--- config.mk ---
export PLATFORM = sky130hd
export DESIGN_NAME = uart_cfg_if
export DESIGN_NICKNAME = d
export VERILOG_FILES = /design/src/rtl/uart_pkg.sv /design/src/rtl/uart_bit_timer.sv /design/src/rtl/uart_cfg_if.sv
export SDC_FILE = /design/constraint.sdc
export NUM_CORES = 1
export LEC_CHECK = 0
export BUFFER_PORTS_ARGS = -buffer_cell sky130_fd_sc_hd__buf_2
export CORE_ASPECT_RATIO = 1.2
export CORE_UTILIZATION = 45
export DETAILED_ROUTE_END_ITERATION = 6
export HOLD_SLACK_MARGIN = 0.15
export SYNTH_ARGS = -nofsm -noshare
export SYNTH_HDL_FRONTEND = slang
export SYNTH_SLANG_ARGS = --single-unit
--- constraint.sdc ---
create_clock -name clk_i -period 3.3 [get_ports clk_i]
set_input_delay 0.33 -clock clk_i [delete_from_list [all_inputs] [get_ports clk_i]]
set_output_delay 0.33 -clock clk_i [all_outputs]
set_load 0.01 [all_outputs]
--- src/rtl/uart_pkg.sv ---
// Shared encodings and helpers for the UART configuration interface.
package uart_pkg;

  localparam int MIN_DIV = 4;

  typedef enum logic [2:0] {
    ST_IDLE,
    ST_START,
    ST_DATA,
    ST_PARITY,
    ST_STOP
  } uart_state_e;

  typedef enum logic [1:0] {
    PAR_NONE  = 2'b00,
    PAR_EVEN  = 2'b01,
    PAR_ODD   = 2'b10,
    PAR_NONE2 = 2'b11
  } parity_e;

  typedef enum logic [1:0] {
    BITS_5 = 2'b00,
    BITS_6 = 2'b01,
    BITS_7 = 2'b10,
    BITS_8 = 2'b11
  } data_bits_e;

  function automatic logic [3:0] bits_num(input logic [1:0] code);
    return 4'd5 + {2'b00, code};
  endfunction

  function automatic logic [7:0] bits_mask(input logic [1:0] code);
    logic [7:0] m;
    case (data_bits_e'(code))
      BITS_5:  m = 8'h1F;
      BITS_6:  m = 8'h3F;
      BITS_7:  m = 8'h7F;
      default: m = 8'hFF;
    endcase
    return m;
  endfunction

  function automatic logic par_en(input logic [1:0] mode);
    return (mode == PAR_EVEN) || (mode == PAR_ODD);
  endfunction

  // RX shifts bits in at the MSB, so the frame sits in the top N bits.
  function automatic logic [7:0] rx_align(input logic [7:0] sh, input logic [1:0] code);
    return sh >> (4'd8 - bits_num(code));
  endfunction

endpackage

--- src/rtl/uart_bit_timer.sv ---
// Bit-period counter: latches D (floored at MIN_DIV) on load, counts 0..D-1 and wraps.
module uart_bit_timer
  import uart_pkg::*;
#(
  parameter int CNT_BITWIDTH = 16
) (
  input  logic                    i_clk,
  input  logic                    i_rst,
  input  logic                    i_load,
  input  logic                    i_run,
  input  logic [CNT_BITWIDTH-1:0] i_div,
  output logic                    o_mid,
  output logic                    o_end
);

  localparam logic [CNT_BITWIDTH-1:0] L_MIN_DIV = CNT_BITWIDTH'(MIN_DIV);

  logic [CNT_BITWIDTH-1:0] r_div;
  logic [CNT_BITWIDTH-1:0] r_cnt;
  logic [CNT_BITWIDTH-1:0] w_div_eff;
  logic                    w_last;

  assign w_div_eff = (i_div < L_MIN_DIV) ? L_MIN_DIV : i_div;
  assign w_last    = (r_cnt == r_div - 1'b1);
  assign o_mid     = i_run && (r_cnt == (r_div >> 1));
  assign o_end     = i_run && w_last;

  always_ff @(posedge i_clk) begin
    if (i_rst) begin
      r_div <= L_MIN_DIV;
      r_cnt <= '0;
    end else if (i_load) begin
      r_div <= w_div_eff;
      r_cnt <= '0;
    end else if (i_run) begin
      r_cnt <= w_last ? '0 : r_cnt + 1'b1;
    end
  end

endmodule

--- src/rtl/uart_cfg_if.sv ---
// Configurable UART with RTS/CTS flow control; frame settings are captured at each frame start.
// state     | meaning
// IDLE      | line idle, waiting for accept (TX) or falling edge (RX)
// START     | start bit
// DATA      | N data bits, LSB first
// PARITY    | optional parity bit
// STOP      | one or two stop bits (RX samples only the first)
module uart_cfg_if
  import uart_pkg::*;
#(
  parameter int CNT_BITWIDTH = 16,
  parameter int SYNC_STAGES  = 2
) (
  input  logic                    clk_i,
  input  logic                    rst_i,
  input  logic [CNT_BITWIDTH-1:0] div_i,
  input  logic [1:0]              data_bits_i,
  input  logic [1:0]              parity_i,
  input  logic                    stop2_i,
  input  logic                    uart_rx_i,
  output logic                    uart_cts_o,
  output logic                    uart_tx_o,
  input  logic                    uart_rts_i,
  output logic                    rx_valid_o,
  output logic [7:0]              rx_data_o,
  output logic                    rx_parity_err_o,
  output logic                    rx_frame_err_o,
  input  logic                    rx_hold_i,
  input  logic                    tx_valid_i,
  input  logic [7:0]              tx_data_i,
  output logic                    tx_ready_o
);

  uart_state_e r_tx_state, w_tx_next;
  logic [7:0]  r_tx_shift;
  logic [3:0]  r_tx_bit;
  logic [1:0]  r_tx_bits;
  logic        r_tx_par_en, r_tx_par, r_tx_stop2, r_tx_stop_cnt;
  logic        w_tx_ready, w_tx_accept, w_tx_end, w_tx_line;
  logic        w_tx_mid_unused;  // TX only needs the end-of-bit strobe
  logic [3:0]  w_tx_last_bit;

  assign uart_cts_o    = ~rx_hold_i;
  assign w_tx_ready    = (r_tx_state == ST_IDLE) && uart_rts_i && !rst_i;
  assign w_tx_accept   = w_tx_ready && tx_valid_i;
  assign tx_ready_o    = w_tx_ready;
  assign uart_tx_o     = w_tx_line;
  assign w_tx_last_bit = bits_num(r_tx_bits) - 4'd1;

  uart_bit_timer #(.CNT_BITWIDTH(CNT_BITWIDTH)) u_tx_timer (
    .i_clk  (clk_i),
    .i_rst  (rst_i),
    .i_load (w_tx_accept),
    .i_run  (r_tx_state != ST_IDLE),
    .i_div  (div_i),
    .o_mid  (w_tx_mid_unused),
    .o_end  (w_tx_end)
  );

  always_comb begin
    w_tx_next = r_tx_state;
    w_tx_line = 1'b1;
    case (r_tx_state)
      ST_IDLE:   if (w_tx_accept) w_tx_next = ST_START;
      ST_START: begin
        w_tx_line = 1'b0;
        if (w_tx_end) w_tx_next = ST_DATA;
      end
      ST_DATA: begin
        w_tx_line = r_tx_shift[0];
        if (w_tx_end && (r_tx_bit == w_tx_last_bit))
          w_tx_next = r_tx_par_en ? ST_PARITY : ST_STOP;
      end
      ST_PARITY: begin
        w_tx_line = r_tx_par;
        if (w_tx_end) w_tx_next = ST_STOP;
      end
      ST_STOP:   if (w_tx_end && (!r_tx_stop2 || r_tx_stop_cnt)) w_tx_next = ST_IDLE;
      default:   w_tx_next = ST_IDLE;
    endcase
  end

  always_ff @(posedge clk_i) begin
    if (rst_i) begin
      r_tx_state    <= ST_IDLE;
      r_tx_shift    <= '0;
      r_tx_bit      <= '0;
      r_tx_bits     <= '0;
      r_tx_par_en   <= 1'b0;
      r_tx_par      <= 1'b0;
      r_tx_stop2    <= 1'b0;
      r_tx_stop_cnt <= 1'b0;
    end else begin
      r_tx_state <= w_tx_next;
      if (w_tx_accept) begin
        r_tx_shift    <= tx_data_i;
        r_tx_bit      <= '0;
        r_tx_bits     <= data_bits_i;
        r_tx_par_en   <= par_en(parity_i);
        r_tx_par      <= (^(tx_data_i & bits_mask(data_bits_i))) ^ (parity_i == PAR_ODD);
        r_tx_stop2    <= stop2_i;
        r_tx_stop_cnt <= 1'b0;
      end else if (w_tx_end) begin
        if (r_tx_state == ST_DATA) begin
          r_tx_shift <= {1'b0, r_tx_shift[7:1]};
          r_tx_bit   <= r_tx_bit + 4'd1;
        end
        if (r_tx_state == ST_STOP) r_tx_stop_cnt <= 1'b1;
      end
    end
  end

  uart_state_e            r_rx_state, w_rx_next;
  logic [SYNC_STAGES-1:0] r_sync;
  logic                   r_rx_prev, r_rx_par, r_rx_valid, r_rx_perr, r_rx_ferr;
  logic [7:0]             r_rx_shift, r_rx_data, w_rx_aligned;
  logic [3:0]             r_rx_bit, w_rx_last_bit;
  logic [1:0]             r_rx_bits, r_rx_par_mode;
  logic                   w_rx, w_rx_fall, w_rx_mid, w_rx_end;

  assign w_rx            = r_sync[SYNC_STAGES-1];
  assign w_rx_fall       = r_rx_prev && !w_rx;
  assign w_rx_last_bit   = bits_num(r_rx_bits) - 4'd1;
  assign w_rx_aligned    = rx_align(r_rx_shift, r_rx_bits);
  assign rx_valid_o      = r_rx_valid;
  assign rx_data_o       = r_rx_data;
  assign rx_parity_err_o = r_rx_perr;
  assign rx_frame_err_o  = r_rx_ferr;

  uart_bit_timer #(.CNT_BITWIDTH(CNT_BITWIDTH)) u_rx_timer (
    .i_clk  (clk_i),
    .i_rst  (rst_i),
    .i_load ((r_rx_state == ST_IDLE) && w_rx_fall),
    .i_run  (r_rx_state != ST_IDLE),
    .i_div  (div_i),
    .o_mid  (w_rx_mid),
    .o_end  (w_rx_end)
  );

  always_comb begin
    w_rx_next = r_rx_state;
    case (r_rx_state)
      ST_IDLE:   if (w_rx_fall) w_rx_next = ST_START;
      ST_START: begin
        if (w_rx_mid && w_rx) w_rx_next = ST_IDLE;
        else if (w_rx_end)    w_rx_next = ST_DATA;
      end
      ST_DATA:   if (w_rx_end && (r_rx_bit == w_rx_last_bit))
                   w_rx_next = par_en(r_rx_par_mode) ? ST_PARITY : ST_STOP;
      ST_PARITY: if (w_rx_end) w_rx_next = ST_STOP;
      ST_STOP:   if (w_rx_mid) w_rx_next = ST_IDLE;
      default:   w_rx_next = ST_IDLE;
    endcase
  end

  always_ff @(posedge clk_i) begin
    if (rst_i) begin
      r_sync        <= '1;
      r_rx_prev     <= 1'b1;
      r_rx_state    <= ST_IDLE;
      r_rx_valid    <= 1'b0;
      r_rx_data     <= '0;
      r_rx_perr     <= 1'b0;
      r_rx_ferr     <= 1'b0;
      r_rx_shift    <= '0;
      r_rx_bit      <= '0;
      r_rx_bits     <= '0;
      r_rx_par_mode <= '0;
      r_rx_par      <= 1'b0;
    end else begin
      r_sync     <= {r_sync[SYNC_STAGES-2:0], uart_rx_i};
      r_rx_prev  <= w_rx;
      r_rx_state <= w_rx_next;
      r_rx_valid <= 1'b0;
      case (r_rx_state)
        ST_IDLE: if (w_rx_fall) begin
          r_rx_bits     <= data_bits_i;
          r_rx_par_mode <= parity_i;
          r_rx_bit      <= '0;
        end
        ST_DATA: begin
          if (w_rx_mid) r_rx_shift <= {w_rx, r_rx_shift[7:1]};
          if (w_rx_end) r_rx_bit   <= r_rx_bit + 4'd1;
        end
        ST_PARITY: if (w_rx_mid) r_rx_par <= w_rx;
        ST_STOP: if (w_rx_mid) begin
          r_rx_valid <= 1'b1;
          r_rx_data  <= w_rx_aligned;
          r_rx_perr  <= par_en(r_rx_par_mode) &&
                        (r_rx_par ^ (^w_rx_aligned) ^ (r_rx_par_mode == PAR_ODD));
          r_rx_ferr  <= !w_rx;
        end
        default: ;
      endcase
    end
  end

endmodule

==> results.yml, run 1 <==
clocking:
  root_buffer: "clkbuf_16"
  cts_buffer_depth: 2
  htreeDepth: 4
  clk_latency_ps: 420
  cts_num_sinks: 119
  cts-buffers-inserted: 17
  postCtsSetupBuffers: 0
  cts_tree: "done"
  clkTransAtPathRegs_ps: 60
sta:
  fin_setup_tns_ps: 0
  slew_headroom_pct: 53.0
  whs_ps: 165
  post-route-period-util_pct: 95.0
  rsz0062_at_grt: "false"
  setup_violations: 0
  period_minus_slack_ps: 3140
  max_freq_mhz: 319
  final_max_slew_viol_count: 0
  skew_ps: 9.49
  final_hold_viol_count: 0
  tightest_slew_ps: 705
synth:
  ys_warn_count: 0
  yosysSeqAreaShare_pct: 34.8
  synth_compound_area_share_pct: 10.8
  async_flop_share_pct: 0
  synth_top_family_by_area: "simple AND/OR/NAND/NOR gates"
  synthAdderAreaFrac_pct: 1.83
  syn_inst: 847
  synth-xor-area-share_pct: 13.4
  synth.area.mux_share_pct: 6.03
  synth_cell_types: 63
  synth_area_per_cell_um2: 8.08
  synth_edf_count: 0
  synth_nets: 892
  yosys.area_share.simple_pct: 28.2
  yosys_most_used_dff: "dfxtp_1"
  syn_area_um2: 6840
  synth-seq-cells: 119
pwr:
  p_sw_w: 0.000963
  power_frac_seq_pct: 38.5
  pwr-share-comb_pct: 9.6
  clock_power_share_pct: 51.9
  p_sw_share_pct: 24.5
  p_per_area_nw_per_um2: 492
  leakagePower_nw: 3.05
  peakVddDrop_mv: 0.326
  internal_power_w: 0.00297
route:
  antenna_left: 0
  drt-total-wl_mm: 16.4
  drtIter0Drc: 287
  wl_per_cell_um: 14.9
  viasPerCell: 5.49
  vias: 6053
  drc: 0
  drtPass1Iterations: 5
layout:
  fill_cells: 1403
  fin_area_um2: 7990
  antenna_cells: 0
  final_nets: 930
  ff_latch_area_um2: 2380
  syn_to_final_growth_pct: 16.8
  final_cells: 1102
  drive_gt1_share_pct: 13.9
  multiInputGateArea_um2: 4140
placement:
  dp_cells: 1062
  post_dp_cell_area_um2: 7240
  hpwlAfterDp_mm: 12.0
  port_buffers: 48
  gp_congestion: 0.932
critical_path:
  cp_max_fo: 7
  critPathKind: "reg -> reg"
  critPathArrivalTime_ps: 3470
  end_kind: "flop"
  cp-start-kind: "flop"
  required_ps: 3640
floorplanning:
  fp.coreArea_um2: 14900
  start_util_pct: 45.9
  die_w_um: 115
  num_rows: 49
  die-area_um2: 15700
  ioPinCount: 49
  die_h_um: 137
grt:
  grt.total_usage_pct: 21.7
  grt_pass1_wl_mm: 26.8
  grt_max_degree: 53
  gr-total-overflow: 0
  grt_pass1_vias: 5550
  antenna_found_initial: 0
job:
  cap_violations: 0
worst_hold_path:
  hold_class: "in -> reg"
run_status:
  status: "completed"
-- sequential cells by signal, indices dropped and copies added (netlist names), 4 cells and up --
| register | count |
|---|---|
| u_rx_timer.r_cnt | 16 |
| u_rx_timer.r_div | 16 |
| u_tx_timer.r_cnt | 16 |
| u_tx_timer.r_div | 16 |
| r_rx_shift | 8 |
| r_tx_shift | 8 |
| rx_data_o | 8 |
| r_rx_bit | 4 |
| r_tx_bit | 4 |
-- layer usage --
metal | wire (um) | GRT usage (%) | share of wire (%)
met1 | 7280 | 26.8 | 44
met5 | 0 | 0 | 0
met3 | 632 | 4.52 | 3.8
met2 | 8110 | 36.6 | 49
met4 | 411 | 9.02 | 2.5
-- synth_stat cells (all sizes together), types with 10 or more instances --
library cell	instances	area, um^2
dfxtp	119	2380
a21oi	37	185
buf	15	91.3
xor2	48	420
nor2	90	338
and3	17	106
ha	10	125
clkbuf	43	161
inv	22	82.6
nand4	16	100
nand3	26	130
nor3	38	216
or3	15	93.8
nand3b	16	120
mux2i	30	300
nor4	13	87.6
xnor2	57	499
nand2	105	394
o21ai	29	145
a211oi	11	82.6
-- through the flow --
step | setup WS, ps | power [W] | utilization, %
after detailed placement | 156 | 0.00191 | 48.6
after floorplan | 363 | 0.00180 | -
after global placement | 258 | 0.00190 | 48.6
after global routing | 21.7 | 0.00409 | 53.6
after CTS | 111 | 0.00397 | 53.6
final | 165 | 0.00393 | 53.6
-- repair_timing --
| item | 4_1_cts | 5_1_grt |
|---|---|---|
| endpoints found under the setup margin | 0 | 8 |
| endpoints found under the hold margin | 8 | 0 |
| resized for setup | 0 | 2 |
| hold buffers | 8 | 0 |
-- critical path: stages (launching register included) --
cell      delay, ps
dfxtp_1         310
inv_1            50
ha_1            230
or4b_4          540
nor3_4          250
nand3_1         120
a221oi_2        250
a41oi_1          80
or4_1           680
or3_1           400
a21oi_1         150
-- power groups by stage --
stage	clock, W	combinational (W)	sequential (W)
2_1_floorplan	0	0.000279	0.00152
3_3_place_gp	0	0.000360	0.00154
3_5_place_dp	0	0.000367	0.00154
4_1_cts	0.00208	0.000377	0.00151
5_1_grt	0.00215	0.000419	0.00152
6_report	0.00204	0.000379	0.00151
-- final timing paths --
path	start	to	depth (start not counted)	slack, ps
hold / removal	parity_i[0]	r_rx_par_mode[0]	3	160
setup / recovery	u_rx_timer.r_div[0]	r_rx_bit[3]	10	160
setup reg to reg	u_rx_timer.r_div[0]	r_rx_bit[3]	10	160
hold reg to reg	r_rx_par_mode[0]	r_rx_par_mode[0]	2	460
-- cells in the final DEF, fill, tap and decap left out, types with 10 or more instances in the layout --
cell,netlist,routed
nand3b_1,16,16
clkbuf_16,0,17
nor4_1,12,12
nand4_1,16,16
dfxtp_1,119,119
ha_1,10,10
or3_1,15,15
nor2_1,90,90
nor3_1,34,33
inv_1,22,22
xnor2_1,57,57
and3_1,17,17
mux2i_1,30,30
buf_4,1,21
xor2_1,48,48
a211oi_1,11,11
nand2_1,105,105
buf_2,7,48
o21ai_0,26,26
nand3_1,26,26
a21oi_1,37,37
-- area by class of cell --
class / count / share of cell area [%]
Multi-Input combinational cell: 648 / 51.8
Sequential cell: 119 / 29.8
Timing Repair Buffer: 77 / 5.98
Inverter: 22 / 1.03
Tap cell: 204 / 3.19
Clock buffer: 20 / 5.84
Clock inverter: 12 / 2.36
-- kinds of logic (layout without fill, tap and decap cells) --
family                     Yosys count  count (layout)
AOI/OAI and AO/OA                  116             116
xor gates and xnor gates           105             105
adders and majority gates           10              10
buffers and inverters               80             131
DFF                                119             119
muxes                               35              35
and+or+nand+nor                    382             382
(Power assumes the default switching activity.)
==> run 2, diff against run 1 <==
--- a/config.mk
+++ b/config.mk
@@ -10,6 +10,7 @@
 export CORE_UTILIZATION = 45
 export DETAILED_ROUTE_END_ITERATION = 6
 export HOLD_SLACK_MARGIN = 0.15
+export RECOVER_POWER = 100
 export SYNTH_ARGS = -nofsm -noshare
 export SYNTH_HDL_FRONTEND = slang
 export SYNTH_SLANG_ARGS = --single-unit
==> run 2 against run 1 <==
Sequential power is essentially flat. Hold slack about the same. Utilization decreased by 0.34 points. Count of clock-buffer cells in the layout did not move. Critical path type unchanged. Largest cell class unchanged. Largest power group unchanged. Highest routed layer unchanged.
==> results.yml, run 2 (synthesized netlist as in run 1, its figures left out) <==
sta:
  tightest_slew_ps: 1390
  slew_headroom_pct: 7.42
  skew_ps: 11.0
  post-route-period-util_pct: 94.9
  final_hold_viol_count: 0
  setup_violations: 0
  rsz0062_at_grt: "false"
  whs_ps: 165
  max_freq_mhz: 319
  period_minus_slack_ps: 3130
  final_max_slew_viol_count: 0
  fin_setup_tns_ps: 0
  fin_ws_ps: 169
route:
  wl_met3_um: 703
  drt-total-wl_mm: 16.5
  dr_wl_met2_mm: 8.19
  vias: 6073
  wirelength_met1_mm: 7.21
  routed.top_layer: "met4"
  drc: 0
  drtIter0Drc: 327
  viasPerCell: 5.51
  drtPass1Iterations: 6
  wl_per_cell_um: 15.0
  antenna_left: 0
floorplanning:
  die_w_um: 115
  die-area_um2: 15700
  die_h_um: 137
  num_rows: 49
  fp.coreArea_um2: 14900
  ioPinCount: 49
  start_util_pct: 45.9
pwr:
  peakVddDrop_mv: 0.324
  leakagePower_nw: 2.96
  p_per_area_nw_per_um2: 495
  p_total_w: 0.00393
grt:
  grt.total_usage_pct: 21.7
  grt_pass1_vias: 5550
  grt_pass1_wl_mm: 26.8
  grt_max_degree: 53
  gr-total-overflow: 0
  antenna_found_initial: 0
critical_path:
  critPathMaxStageDelay_ps: 680
  cp_max_fo: 7
  end_kind: "flop"
  crit_family: "simple AND/OR/NAND/NOR gates"
  crit_chain: "inv_1 > ha_1 > or4b_4 > nor3_4 > nand3_1 > a221oi_2 > a41oi_1 > or4_1 > or3_1 > a21oi_1"
  required_ps: 3640
  crit_buf_inv: 1
  critPathArrivalTime_ps: 3470
  crit_slowest_cell: "or4_1"
  critPathKind: "reg -> reg"
  cp-start-kind: "flop"
clocking:
  cts_num_sinks: 119
  cts_buffer_depth: 2
  clkTransAtPathRegs_ps: 60
  cts_tree: "done"
  clk_latency_ps: 420
  cts-buffers-inserted: 17
  root_buffer: "clkbuf_16"
  htreeDepth: 4
layout:
  fill_cells: 1418
  final_cell_mix: "119 x dfxtp_1, 105 x nand2_1, 90 x nor2_1"
  syn_to_final_growth_pct: 16.0
  multiInputGateArea_um2: 4140
  drive_gt1_share_pct: 11.5
  fin_area_um2: 7940
  final_nets: 930
  antenna_cells: 0
  ff_latch_area_um2: 2380
  final_common_cell: "dfxtp_1"
placement:
  post_dp_cell_area_um2: 7240
  pre_cts_ws_ps: 156
  hpwlAfterDp_mm: 12.0
  gp_congestion: 0.932
  port_buffers: 48
run_status:
  status: "completed"
job:
  cap_violations: 0
worst_hold_path:
  hold_class: "in -> reg"
## run 2: cell count changes in the layout (fill, tap and decap cells not counted), sizes merged
cell	delta
buf	-25
clkbuf	+25
## run 2: worst paths after layout
check / endpoint / startpoint / cells after the start / slack (ps)
setup / recovery: r_rx_bit[3] / u_rx_timer.r_div[0] / 10 / 170
hold / removal: r_rx_par_mode[0] / parity_i[0] / 3 / 170
setup reg to reg: r_rx_bit[3] / u_rx_timer.r_div[0] / 10 / 170
hold reg to reg: r_rx_par_mode[0] / r_rx_par_mode[0] / 2 / 460
## run 2: final cells by class
type	instances	share of cell area, %
clock buffers	20	5.88
clock inverters	12	2.38
multi-input cells	648	52.1
repair buffers	77	5.39
inverters	22	1.04
well taps	204	3.21
flip-flops and latches	119	30.0
## run 2: where the power goes
part	total, W	switching (W)	internal [W]
logic	0.000376	0.000217	0.000159
registers	0.00151	0.0000421	0.00147
clock network	0.00204	0.000705	0.00134
## run 2: metrics by stage
step / utilization (%) / std cells
after global routing: 53.3 / 1102
after global placement: 48.6 / 1062
final: 53.3 / 1102
after CTS: 53.6 / 1102
after detailed placement: 48.6 / 1062
after floorplan: - / 847
## run 2: timing repair
item / 4_1_cts / 5_1_grt
hold buffers: 8 / 0
setup buffers: 0 / 0
endpoints found under the hold margin: 8 / 0
gates resized for setup: 0 / 2
setup endpoints to repair: 0 / 8
## run 2: tightest hold or removal path: stages
cell	delay, ps
buf_2	110
nand2_1	50
a21oi_1	50
## run 2: layer usage
metal,vias to the layer above,global-route usage [%]
li1,3029,-
met3,27,4.52
met2,162,36.6
met1,2855,26.8
met4,0,9.02
met5,-,0
